### src/rtl/spi_bus_arbiter_pkg.sv
// spi_bus_arbiter shared types: FSM state encoding, gap minimum, index width helper.
// Imported by spi_bus_arbiter and rr_arbiter.
package spi_bus_arbiter_pkg;

  typedef enum logic [2:0] {
    S_IDLE,
    S_ARB,
    S_START,
    S_WAIT_BUSY,
    S_WAIT_DONE,
    S_CAPTURE,
    S_GAP
  } state_t;

  localparam int GAP_MIN = 2;

  function automatic int idx_w(input int n);
    return (n > 1) ? $clog2(n) : 1;
  endfunction

endpackage

### src/rtl/spi_bus_arbiter_rr_arbiter.sv
// Combinational round-robin grant.
// Search starts one past the last owner and wraps.
module rr_arbiter
  import spi_bus_arbiter_pkg::*;
#(
  parameter int NUM_REQ = 4,
  parameter int IW      = idx_w(NUM_REQ)
) (
  input  logic [NUM_REQ-1:0] req,
  input  logic [IW-1:0]      last,
  output logic [NUM_REQ-1:0] grant,
  output logic [IW-1:0]      idx,
  output logic               any
);

  // first requester found after last owner wins
  always_comb begin
    logic [IW-1:0] k;
    k     = '0;
    grant = '0;
    idx   = '0;
    any   = 1'b0;
    for (int i = 1; i <= NUM_REQ; i++) begin
      k = IW'((int'(last) + i) % NUM_REQ);
      if (!any && req[k]) begin
        any      = 1'b1;
        grant[k] = 1'b1;
        idx      = k;
      end
    end
  end

endmodule

### src/rtl/spi_bus_arbiter.sv
// Shares one SPI master between NUM_REQ requesters with round-robin grant.
// Define SPI_ARB_TIMEOUT_EN to enable the busy/done watchdog.
module spi_bus_arbiter
  import spi_bus_arbiter_pkg::*;
#(
  parameter int NUM_REQ        = 4,
  parameter int DATA_BIT_WIDTH = 16,
  parameter int GAP_CYCLES     = 4,
  parameter int TIMEOUT_CYCLES = 1024
) (
  input  logic                              clk,
  input  logic                              rst,
  input  logic [NUM_REQ-1:0]                req,
  input  logic [NUM_REQ*DATA_BIT_WIDTH-1:0] req_data,
  output logic [NUM_REQ-1:0]                ack,
  output logic [DATA_BIT_WIDTH-1:0]         rx_data,
  output logic                              err,
  output logic [NUM_REQ-1:0]                cs,
  output logic                              spi_en,
  output logic                              spi_start,
  output logic [DATA_BIT_WIDTH-1:0]         spi_data_in,
  input  logic                              spi_busy,
  input  logic                              spi_valid,
  input  logic [DATA_BIT_WIDTH-1:0]         spi_data_out
);

  localparam int IW  = idx_w(NUM_REQ);
  localparam int DW  = DATA_BIT_WIDTH;
  localparam int GE  = (GAP_CYCLES < GAP_MIN) ? GAP_MIN : GAP_CYCLES;
  localparam int GW  = $clog2(GE + 1);

  state_t            state, state_n;
  logic [IW-1:0]     owner;
  logic [DW-1:0]     word;
  logic              start_cnt;
  logic [GW-1:0]     gap_cnt;
  logic              to_hit;
  logic [NUM_REQ-1:0] grant;
  logic [IW-1:0]     grant_idx;
  logic              grant_any;
  logic [DW-1:0]     words [NUM_REQ];

  for (genvar g = 0; g < NUM_REQ; g++) begin : g_words
    assign words[g] = req_data[g*DW +: DW];
  end

  rr_arbiter #(
    .NUM_REQ(NUM_REQ),
    .IW     (IW)
  ) u_rr (
    .req  (req),
    .last (owner),
    .grant(grant),
    .idx  (grant_idx),
    .any  (grant_any)
  );

  wire waiting = (state == S_WAIT_BUSY) || (state == S_WAIT_DONE);

`ifdef SPI_ARB_TIMEOUT_EN
  localparam int TW = $clog2(TIMEOUT_CYCLES + 1);
  logic [TW-1:0] wd_cnt;
  logic          timed_out;

  assign to_hit = waiting && (wd_cnt == TW'(TIMEOUT_CYCLES - 1));

  // watchdog counts cycles spent waiting on the master
  always_ff @(posedge clk) begin
    if (rst) begin
      wd_cnt    <= '0;
      timed_out <= 1'b0;
    end else begin
      wd_cnt <= waiting ? wd_cnt + 1'b1 : '0;
      if (state_n == S_CAPTURE && state != S_CAPTURE)
        timed_out <= to_hit;
    end
  end
`else
  assign to_hit = 1'b0;
`endif

  // state register
  always_ff @(posedge clk) begin
    if (rst) state <= S_IDLE;
    else     state <= state_n;
  end

  // next-state logic
  always_comb begin
    state_n = state;
    unique case (state)
      S_IDLE:      if (|req) state_n = S_ARB;
      S_ARB:       state_n = grant_any ? S_START : S_IDLE;
      S_START:     if (start_cnt) state_n = S_WAIT_BUSY;
      S_WAIT_BUSY: begin
        if (to_hit)        state_n = S_CAPTURE;
        else if (spi_busy) state_n = S_WAIT_DONE;
      end
      S_WAIT_DONE: begin
        if (to_hit)                      state_n = S_CAPTURE;
        else if (!spi_busy && spi_valid) state_n = S_CAPTURE;
      end
      S_CAPTURE:   state_n = S_GAP;
      S_GAP:       if (gap_cnt == GW'(GE - 1)) state_n = S_IDLE;
      default:     state_n = S_IDLE;
    endcase
  end

  // owner/word latch, counters, rx capture, master enable
  always_ff @(posedge clk) begin
    if (rst) begin
      owner     <= IW'(NUM_REQ - 1);
      word      <= '0;
      rx_data   <= '0;
      start_cnt <= 1'b0;
      gap_cnt   <= '0;
      spi_en    <= 1'b0;
    end else begin
      spi_en    <= !to_hit;
      start_cnt <= (state == S_START) ? ~start_cnt : 1'b0;
      gap_cnt   <= (state == S_GAP) ? gap_cnt + 1'b1 : '0;
      if (state == S_ARB && grant_any) begin
        owner <= grant_idx;
        word  <= words[grant_idx];
      end
      if (state_n == S_CAPTURE && state != S_CAPTURE)
        rx_data <= to_hit ? '0 : spi_data_out;
    end
  end

  assign spi_data_in = word;

  // outputs decoded from state
  always_comb begin
    spi_start = 1'b0;
    cs        = '0;
    ack       = '0;
    err       = 1'b0;
    unique case (state)
      S_ARB:   cs = grant;
      S_START: begin
        spi_start = 1'b1;
        cs[owner] = 1'b1;
      end
      S_WAIT_BUSY,
      S_WAIT_DONE: cs[owner] = 1'b1;
      S_CAPTURE: begin
        cs[owner]  = 1'b1;
        ack[owner] = 1'b1;
`ifdef SPI_ARB_TIMEOUT_EN
        err = timed_out;
`endif
      end
      default: ;
    endcase
  end

endmodule

### config.mk
export PLATFORM = sky130hd
export DESIGN_NAME = spi_bus_arbiter
export DESIGN_NICKNAME = d
export VERILOG_FILES = /design/src/rtl/spi_bus_arbiter_pkg.sv /design/src/rtl/spi_bus_arbiter_rr_arbiter.sv /design/src/rtl/spi_bus_arbiter.sv
export SDC_FILE = /design/constraint.sdc
export NUM_CORES = 1
export LEC_CHECK = 0
export ABC_AREA = 1
export CELL_PAD_IN_SITES_DETAIL_PLACEMENT = 1
export CELL_PAD_IN_SITES_GLOBAL_PLACEMENT = 2
export CORE_ASPECT_RATIO = 1.25
export CORE_MARGIN = 2
export CORE_UTILIZATION = 19
export DETAILED_ROUTE_END_ITERATION = 12
export PLACE_DENSITY_LB_ADDON = 0.05
export SLEW_MARGIN = 25
export SYNTH_ARGS = -nofsm -noshare
export SYNTH_HDL_FRONTEND = slang
export SYNTH_SLANG_ARGS = --single-unit
### constraint.sdc
create_clock -name clk -period 1.9 [get_ports clk]
set_input_delay 0.19 -clock clk [delete_from_list [all_inputs] [get_ports clk]]
set_output_delay 0.19 -clock clk [all_outputs]
set_load 0.01 [all_outputs]
==> results of run 1 <==
power groups by stage:
stage | clock (mW) | sequential, mW | combinational [mW]
final | 1.13 | 1.10 | 5.38
after global routing | 1.21 | 1.12 | 5.91
after global placement | 0 | 1.12 | 3.90
after CTS | 1.17 | 1.11 | 5.12
after detailed placement | 0 | 1.13 | 3.94
after floorplan | 0 | 1.17 | 2.17
cells in the mapped netlist, types with 5 or more instances:
cell	count
o22ai_1	7
ha_1	10
a21oi_1	9
o21ai_0	21
nand3_1	64
nor3_1	5
clkbuf_1	6
dfxtp_1	42
inv_1	87
nand2_1	78
nand3b_1	15
nand2_2	10
nand3_2	13
buf_2	8
nor2_1	77
repair_timing:
item | CTS | global route
gates cloned | 3 | 2
setup buffers | 11 | 2
pin swaps | 26 | 5
endpoints found under the setup margin | 25 | 23
resized for setup | 80 | 16
through the flow:
step | std cells | area [um^2]
6_report | 860 | 5470
5_1_grt | 860 | 5470
4_1_cts | 856 | 5350
3_5_place_dp | 835 | 4780
3_3_place_gp | 835 | 4780
2_1_floorplan | 477 | 2990
worst max-delay path, stage by stage (launching register included):
cell and delay [ns]:
dfxtp_4 0.36, inv_4 0.04, ha_4 0.29, nand3_2 0.14, nand2_8 0.12, inv_6 0.05, nand2_2 0.11, o21ai_1 0.08
a21oi_1 0.17, o22ai_2 0.09, buf_2 0.15
sequential cells by signal, indices dropped and copies added (netlist names):
| signal | count |
|---|---|
| spi_data_in | 16 |
| state | 3 |
| spi_en | 1 |
| owner | 2 |
| gap_cnt | 3 |
| rx_data | 16 |
| start_cnt | 1 |
worst paths after layout:
path                                start              to  slack (ns)
worst max-delay path             owner[0]           cs[0]       -0.19
worst min-delay path            start_cnt       start_cnt        0.42
worst max register to register   owner[0]  spi_data_in[1]       -0.12
worst min register to register  start_cnt       start_cnt        0.42
cell type report:
type / count / share of cell area, %
Timing Repair Buffer: 185 / 35.3
Multi-Input combinational cell: 322 / 34.4
Sequential cell: 42 / 15.5
Inverter: 91 / 6.45
Tap cell: 212 / 4.85
Clock buffer: 5 / 2.29
Clock inverter: 3 / 1.26
routing by layer:
| layer | track usage [%] | vias to the layer above |
|---|---|---|
| met5 | 0 | - |
| met3 | 4.01 | 6 |
| met4 | 2.44 | 0 |
| li1 | - | 1825 |
| met1 | 16.1 | 1663 |
| met2 | 29.3 | 84 |
logic make-up (layout without fill, tap and decap cells):
kind of cell	count (synthesis)	after routing	synth area share, %
and+or+nand+nor	269	269	43.5
buffers and inverters	113	284	16.0
AOI/OAI and AO/OA	42	42	7.95
DFF	42	42	28.3
adders and majority gates	10	10	4.21
other	1	1	0.126
==> out/qor.yml, run 1 <==
final_common_cell: "clkdlybuf4s50_1"
path_class: "reg2out"
areaGrowthSynthToFinish_pct: 84.0
netlist_instances: 477
status: "complete, but fails checks"
top_layer: "met4"
cp_max_fo: 6
holdWs_ns: 0.423
pre_cts_slack_ns: -0.465
viasPerCell: 4.16
drt-met1-wl_mm: 4.89
p_clk_share_pct: 14.9
cts_tree: "done"
fillCellCount: 1911
period_share_pct: 110
cts-root-buf: "clkbuf_16"
coreArea_mm2: 0.0154
setup_viol: 20
reg2reg_depth: 15
final_antenna_net_count: 0
buffer_ports.inserted: 129
cts-htree-levels: 2
die_area_mm2: 0.0167
wl_per_cell_um: 14.4
max_cap_viol_count: 0
p_sw_share_pct: 40.9
timing.setup.tns_ns: -2.17
fmax_mhz: 478
slew_headroom_pct: 62.2
synth_top_area_share_pct: 28.3
ys_warn_count: 0
cts_buffers: 5
cts.sink_count: 42
fp-row-count: 51
dr_total_vias: 3578
start_util_pct: 19.3
peakVddDrop_uv: 580
crit_arrival_ns: 1.90
power.total_mw: 7.62
hpwl_mm: 9.42
hold_viol_final: 0
grt_pass1_vias: 3883
start_kind: "register"
drt_wl_total_mm: 12.4
clk_latency_ns: 0.29
seqCellArea_um2: 846
wl_met2_mm: 6.75
synth_area_per_cell_um2: 6.23
first_pass_iters: 4
synth_edf_count: 0
rsz0062_at_grt: "yes"
clock-skew-final_ns: 0.00725
drc: 0
hold_path.class: "reg2reg"
p_leak_nw: 2.56
yosysSeqAreaShare_pct: 28.3
grt_usage_pct: 15.0
worst_slew_pin_slew_ns: 0.566
p_switching_mw: 3.12
chipWidth_um: 116
grt_pass1_wl_mm: 19.5
synth.area.top_cells: "dfxtp_1 28%, inv_1 11%, nand3_1 11%, nand2_1 9.8%, nor2_1 9.7%"
syn_area_mm2: 0.00297
synth_ff_type: "dfxtp_1"
async_flop_share_pct: 0
overflow: 0
cts.clk_slew.worst_paths_ns: 0.06
place.gp.congestion: 0.787
cp_data_required_time_ns: 1.71
period_needed_ns: 2.09
internal-power_mw: 4.50
ys_types: 33
drv_slew: 0
antenna_found_initial: 0
cts_hold_buf: 0
diodes: 0
synth_nets: 575
yosysTopAreaCell: "dfxtp_1"
final_cell_mix: "121 x clkdlybuf4s50_1, 83 x inv_1, 76 x nor2_1"
nNetsFinal: 745
clock_path_buffers: 2
wl_met3_um: 702
power_density_mw_per_mm2: 1390
min_delay_path_depth: 1
synth-seq-cells: 42
io_pins: 131
worst_slack_ns: -0.194
end_kind: "output port"
drive_gt1_share_pct: 22.4
dr.first_iter.drc_count: 68
multi_input_area_mm2: 0.00188
pwr-share-seq_pct: 14.5
chipHeight_um: 144
grt_max_degree: 23
final_util_pct: 35.4
combPwrFrac_pct: 70.6
violations: "setup timing"
Power figures use the tool's default switching activity.
==> run 2, diff against run 1 <==
--- a/config.mk
+++ b/config.mk
@@ -5,12 +5,12 @@
 export SDC_FILE = /design/constraint.sdc
 export NUM_CORES = 1
 export LEC_CHECK = 0
-export ABC_AREA = 1
+export ABC_CLOCK_PERIOD_IN_PS = 1900
 export CELL_PAD_IN_SITES_DETAIL_PLACEMENT = 1
 export CELL_PAD_IN_SITES_GLOBAL_PLACEMENT = 2
 export CORE_ASPECT_RATIO = 1.25
 export CORE_MARGIN = 2
-export CORE_UTILIZATION = 19
+export CORE_UTILIZATION = 20
 export DETAILED_ROUTE_END_ITERATION = 12
 export PLACE_DENSITY_LB_ADDON = 0.05
 export SLEW_MARGIN = 25
==> out/qor.yml, run 2 <==
synth_top_area_share_pct: 33.4
synth-seq-cells: 42
fillCellCount: 1390
coreArea_mm2: 0.0122
drc: 0
cts_hold_buf: 0
fp-row-count: 45
areaGrowthSynthToFinish_pct: 91.0
viasPerCell: 4.44
first_pass_iters: 4
synth_nets: 359
max_cap_viol_count: 0
cts_buffers: 5
chipWidth_um: 104
clock-skew-final_ns: 0.00460
multi_input_area_mm2: 0.00178
yosysSeqAreaShare_pct: 33.4
setup_viol: 24
dr_total_vias: 2648
cts.sink_count: 42
drive_gt1_share_pct: 28.5
crit_arrival_ns: 2.33
nNetsFinal: 529
grt_pass1_wl_mm: 14.6
place.gp.congestion: 0.737
synth_ff_type: "dfxtp_1"
ys_types: 45
start_kind: "register"
r2r_setup_slack_ns: -0.57
period_needed_ns: 2.52
grt_usage_pct: 13.6
use_met1_pct: 14.5
worst_slack_ns: -0.621
min_delay_path_depth: 1
synth.area.top_cells: "dfxtp_1 33%, mux2i_1 21%, o221ai_1 5.2%, ha_1 5.0%, nor2_1 3.9%"
cp_data_required_time_ns: 1.71
reg2reg_depth: 11
period_share_pct: 133
cts.clk_slew.worst_paths_ns: 0.06
startpoint: "owner[0]"
holdPathEnd: "gap_cnt[0]"
rsz0062_at_grt: "yes"
chipHeight_um: 129
cp_max_fo: 6
overflow: 0
netlist_instances: 261
min_from: "gap_cnt[0]"
clock_path_buffers: 2
dr.first_iter.drc_count: 39
status: "complete, but fails checks"
start_util_pct: 20.6
fmax_mhz: 397
busiest_layer: "met2"
grt_max_degree: 21
synth_edf_count: 0
cts-htree-levels: 2
ys_warn_count: 0
end_kind: "output port"
seqCellArea_um2: 850
wl_per_cell_um: 15.9
diodes: 0
violations: "setup timing"
p_leak_nw: 1.93
rr_endpoint: "spi_data_in[12]"
power_density_mw_per_mm2: 1420
use_met2_pct: 25.3
drv_slew: 0
final_antenna_net_count: 0
reg2reg_from: "owner[0]"
yosysMostFrequentCell: "mux2i_1"
final_util_pct: 39.4
grt_pass1_vias: 2843
hold_viol_final: 0
hold_path.class: "reg2reg"
holdWs_ns: 0.427
peakVddDrop_uv: 506
cts-root-buf: "clkbuf_16"
synth_commonest_cells: "52 x mux2i_1, 42 x dfxtp_1, 26 x nor2_1"
cts_tree: "done"
met3_usage_pct: 4.58
die_area_mm2: 0.0135
antenna_found_initial: 0
synth_area_per_cell_um2: 9.65
path_class: "reg2out"
yosysTopAreaCell: "dfxtp_1"
syn_area_mm2: 0.00252
power.total_mw: 6.81
drt_wl_total_mm: 9.45
final_cell_mix: "121 x clkdlybuf4s50_1, 44 x mux2i_1, 39 x dfxtp_1"
buffer_ports.inserted: 129
clk_latency_ns: 0.29
io_pins: 131
final_common_cell: "clkdlybuf4s50_1"
timing.setup.tns_ns: -11.77
hpwl_mm: 7.09
async_flop_share_pct: 0
[run 2: cell types whose count changed in the layout (fill, tap and decap cells not counted), sizes merged, moves of 6 or more]
cell / previous run / this run
inv: 89 / 8
mux2i: 0 / 52
nand2: 89 / 24
nand3: 77 / 1
nand3b: 15 / 0
nor2: 78 / 28
nor2b: 0 / 6
o21ai: 22 / 7
o221ai: 0 / 15
o22ai: 7 / 0
[run 2: area by class of cell]
class | instances | area share, %
multi-input combinational | 191 | 36.9
clock buffer | 5 | 2.60
clock inverter | 3 | 0.442
sequential | 42 | 17.7
timing repair buffer | 183 | 37.4
tap | 164 | 4.27
inverter | 8 | 0.728
[run 2: kinds of logic after synthesis]
kind of cell / count (synthesis) / synth area share, %
buf+inv: 29 / 7.40
compound gates: 50 / 15.7
flops: 42 / 33.4
other cells: 1 / 0.149
fa+ha+maj: 10 / 4.97
simple gates: 73 / 14.2
mux: 56 / 24.2
[run 2: where the power goes]
part / internal, mW / leakage [nW] / switching (mW)
sequential: 1.02 / 0.343 / 0.118
clock: 0.487 / 0.0698 / 0.374
combinational: 2.64 / 1.52 / 2.17
total: 4.15 / 1.93 / 2.66
[run 2: worst max-delay path by stage]
stage,to,slack [ns]
after global routing,cs[0],-0.73
final,cs[1],-0.62
after global placement,cs[2],-0.87
after detailed placement,cs[2],-0.95
after floorplan,spi_data_in[10],-0.54
after CTS,cs[2],-0.62
[run 2: metal layers]
metal	share of wire, %	up-vias
met3	6.8	6
met5	0	-
met4	1.3	0
li1	-	1289
met1	39	1277
met2	53	76
[run 2: per-stage QoR]
step	cells	area, um^2	setup slack (ns)
2_1_floorplan	261	2570	-0.544
3_3_place_gp	574	4270	-0.873
3_5_place_dp	574	4270	-0.953
4_1_cts	591	4630	-0.616
5_1_grt	596	4810	-0.732
6_report	596	4810	-0.621
[run 2: worst max-delay path, stage by stage (launching register included)]
cell and delay (ns):
dfxtp_4 0.41, inv_6 0.04, ha_4 0.28, mux4_2 0.33
buf_6 0.14, nor3_4 0.15, a311oi_2 0.13, a21oi_2 0.15
buf_4 0.14, a22o_1 0.13, buf_2 0.13
[run 2: what timing repair did]
action / CTS / global route
pin swaps: 11 / 4
endpoints found under the setup margin: 29 / 28
gates resized for setup: 58 / 28
setup buffers: 8 / 4
gates cloned: 1 / 1
==> run 3, diff against run 2 <==
--- a/config.mk
+++ b/config.mk
@@ -5,12 +5,12 @@
 export SDC_FILE = /design/constraint.sdc
 export NUM_CORES = 1
 export LEC_CHECK = 0
-export ABC_CLOCK_PERIOD_IN_PS = 1900
+export ABC_CLOCK_PERIOD_IN_PS = 2800
 export CELL_PAD_IN_SITES_DETAIL_PLACEMENT = 1
 export CELL_PAD_IN_SITES_GLOBAL_PLACEMENT = 2
 export CORE_ASPECT_RATIO = 1.25
 export CORE_MARGIN = 2
-export CORE_UTILIZATION = 20
+export CORE_UTILIZATION = 22
 export DETAILED_ROUTE_END_ITERATION = 12
 export PLACE_DENSITY_LB_ADDON = 0.05
 export SLEW_MARGIN = 25
==> constraint.sdc (replaced) <==
create_clock -name clk -period 2.8 [get_ports clk]
set_input_delay 0.28 -clock clk [delete_from_list [all_inputs] [get_ports clk]]
set_output_delay 0.28 -clock clk [all_outputs]
set_load 0.01 [all_outputs]
==> out/qor.yml, run 3 (synthesized netlist as in run 2, its figures left out) <==
status: "complete, no violations"
dr_total_vias: 2517
path_cells: "clkdlybuf4s50_1, buf_4, mux4_2, a311oi_1, a21oi_2, a22o_1, dlygate4sd2_1"
rsz0062_at_grt: "no"
period_needed_ns: 2.63
cts_buffers: 5
seqCellArea_um2: 842
slew_headroom_pct: 61.1
worst_slew_pin_slew_ns: 0.582
first_pass_iters: 4
crit_arrival_ns: 2.35
cp_top_family: "buffers and inverters"
areaGrowthSynthToFinish_pct: 69.5
wl_per_cell_um: 15.2
final_common_cell: "clkdlybuf4s50_1"
final_cell_mix: "125 x clkdlybuf4s50_1, 52 x mux2i_1, 41 x dfxtp_1"
grt_pass1_wl_mm: 13.0
fp-row-count: 43
grt_max_degree: 21
cts-root-buf: "clkbuf_16"
max_cap_viol_count: 0
nNetsFinal: 502
crit_slowest_cell: "mux4_2"
cts_tree: "done"
min_delay_path_depth: 1
antenna_found_initial: 0
clock-skew-final_ns: 0.00261
dr.first_iter.drc_count: 36
drive_gt1_share_pct: 13.6
viasPerCell: 4.66
cp.depth: 7
place.gp.congestion: 0.788
holdWs_ns: 0.425
start_util_pct: 22.6
cts.clk_slew.worst_paths_ns: 0.07
end_kind: "output port"
drv_slew: 0
p_leak_nw: 1.75
cp_max_fo: 5
final_util_pct: 38.3
drc: 0
clock_path_buffers: 2
clk_latency_ns: 0.29
hpwl_mm: 6.41
overflow: 0
timing.setup.tns_ns: 0
drt_wl_total_mm: 8.19
multi_input_area_mm2: 0.00153
cts-htree-levels: 2
reg2reg_depth: 10
chipHeight_um: 124
io_pins: 131
setup_viol: 0
peakVddDrop_uv: 362
coreArea_mm2: 0.0111
buffer_ports.inserted: 129
slowest_delay_ns: 0.49
power_density_mw_per_mm2: 875
chipWidth_um: 99.7
cp_data_required_time_ns: 2.52
cts_hold_buf: 0
path_class: "in2out"
period_share_pct: 94.1
hold_viol_final: 0
die_area_mm2: 0.0123
diodes: 0
cts.sink_count: 42
grt_pass1_vias: 2581
fmax_mhz: 380
cp.buffers_inverters: 3
final_antenna_net_count: 0
fillCellCount: 1287
grt_usage_pct: 13.4
hold_path.class: "reg2reg"
start_kind: "input pin"
## run 3: power breakdown
| part | switching, mW | total (mW) | internal [mW] |
|---|---|---|---|
| Combinational | 1.13 | 2.38 | 1.25 |
| Sequential | 0.0645 | 0.750 | 0.685 |
| Clock | 0.268 | 0.604 | 0.336 |
## run 3: worst register-to-register path, delay by kind of cell (launching register included)
kind	cells	cell delay [ns]
fa+ha+maj	1	0.31
compound gates	3	0.59
mux	1	0.33
simple gates	2	0.45
buf+inv	3	0.39
flops	1	0.35
## run 3: final timing paths
path                            slack [ns]  startpoint        endpoint
worst max-delay path                  0.17      req[3]           cs[2]
worst min-delay path                  0.42  gap_cnt[0]      gap_cnt[0]
worst max register to register        0.26    owner[0]  spi_data_in[2]
worst min register to register        0.42  gap_cnt[0]      gap_cnt[0]
## run 3: stage by stage
stage               worst slack, ns  area (um^2)  total power, mW  instances
floorplan                    0.0319         2530             2.37        261
global placement             -0.144         4100             3.15        531
detailed placement           -0.214         4100             3.18        531
CTS                           0.141         4270             3.82        540
global route                 0.0207         4270             4.02        540
finish                        0.165         4270             3.73        540
## run 3: routing by layer
metal  share of wire (%)  track usage, %
met1                  40            14.9
met2                  51            23.9
met3                 8.1            5.22
met4                 1.2            3.51
met5                   0               0
## run 3: layout make-up
type,instances,share of cell area [%]
clock inverters,3,0.586
inverters,8,0.703
well taps,135,3.96
repair buffers,157,36.2
flip-flops and latches,42,19.7
clock buffers,5,2.93
multi-input cells,190,35.9
## run 3: repair_timing
item                       4_1_cts  5_1_grt
setup endpoints to repair        4        1
gates cloned                     0        0
gates resized for setup         10        1
setup buffers                    1        0
pin swaps                        1        0
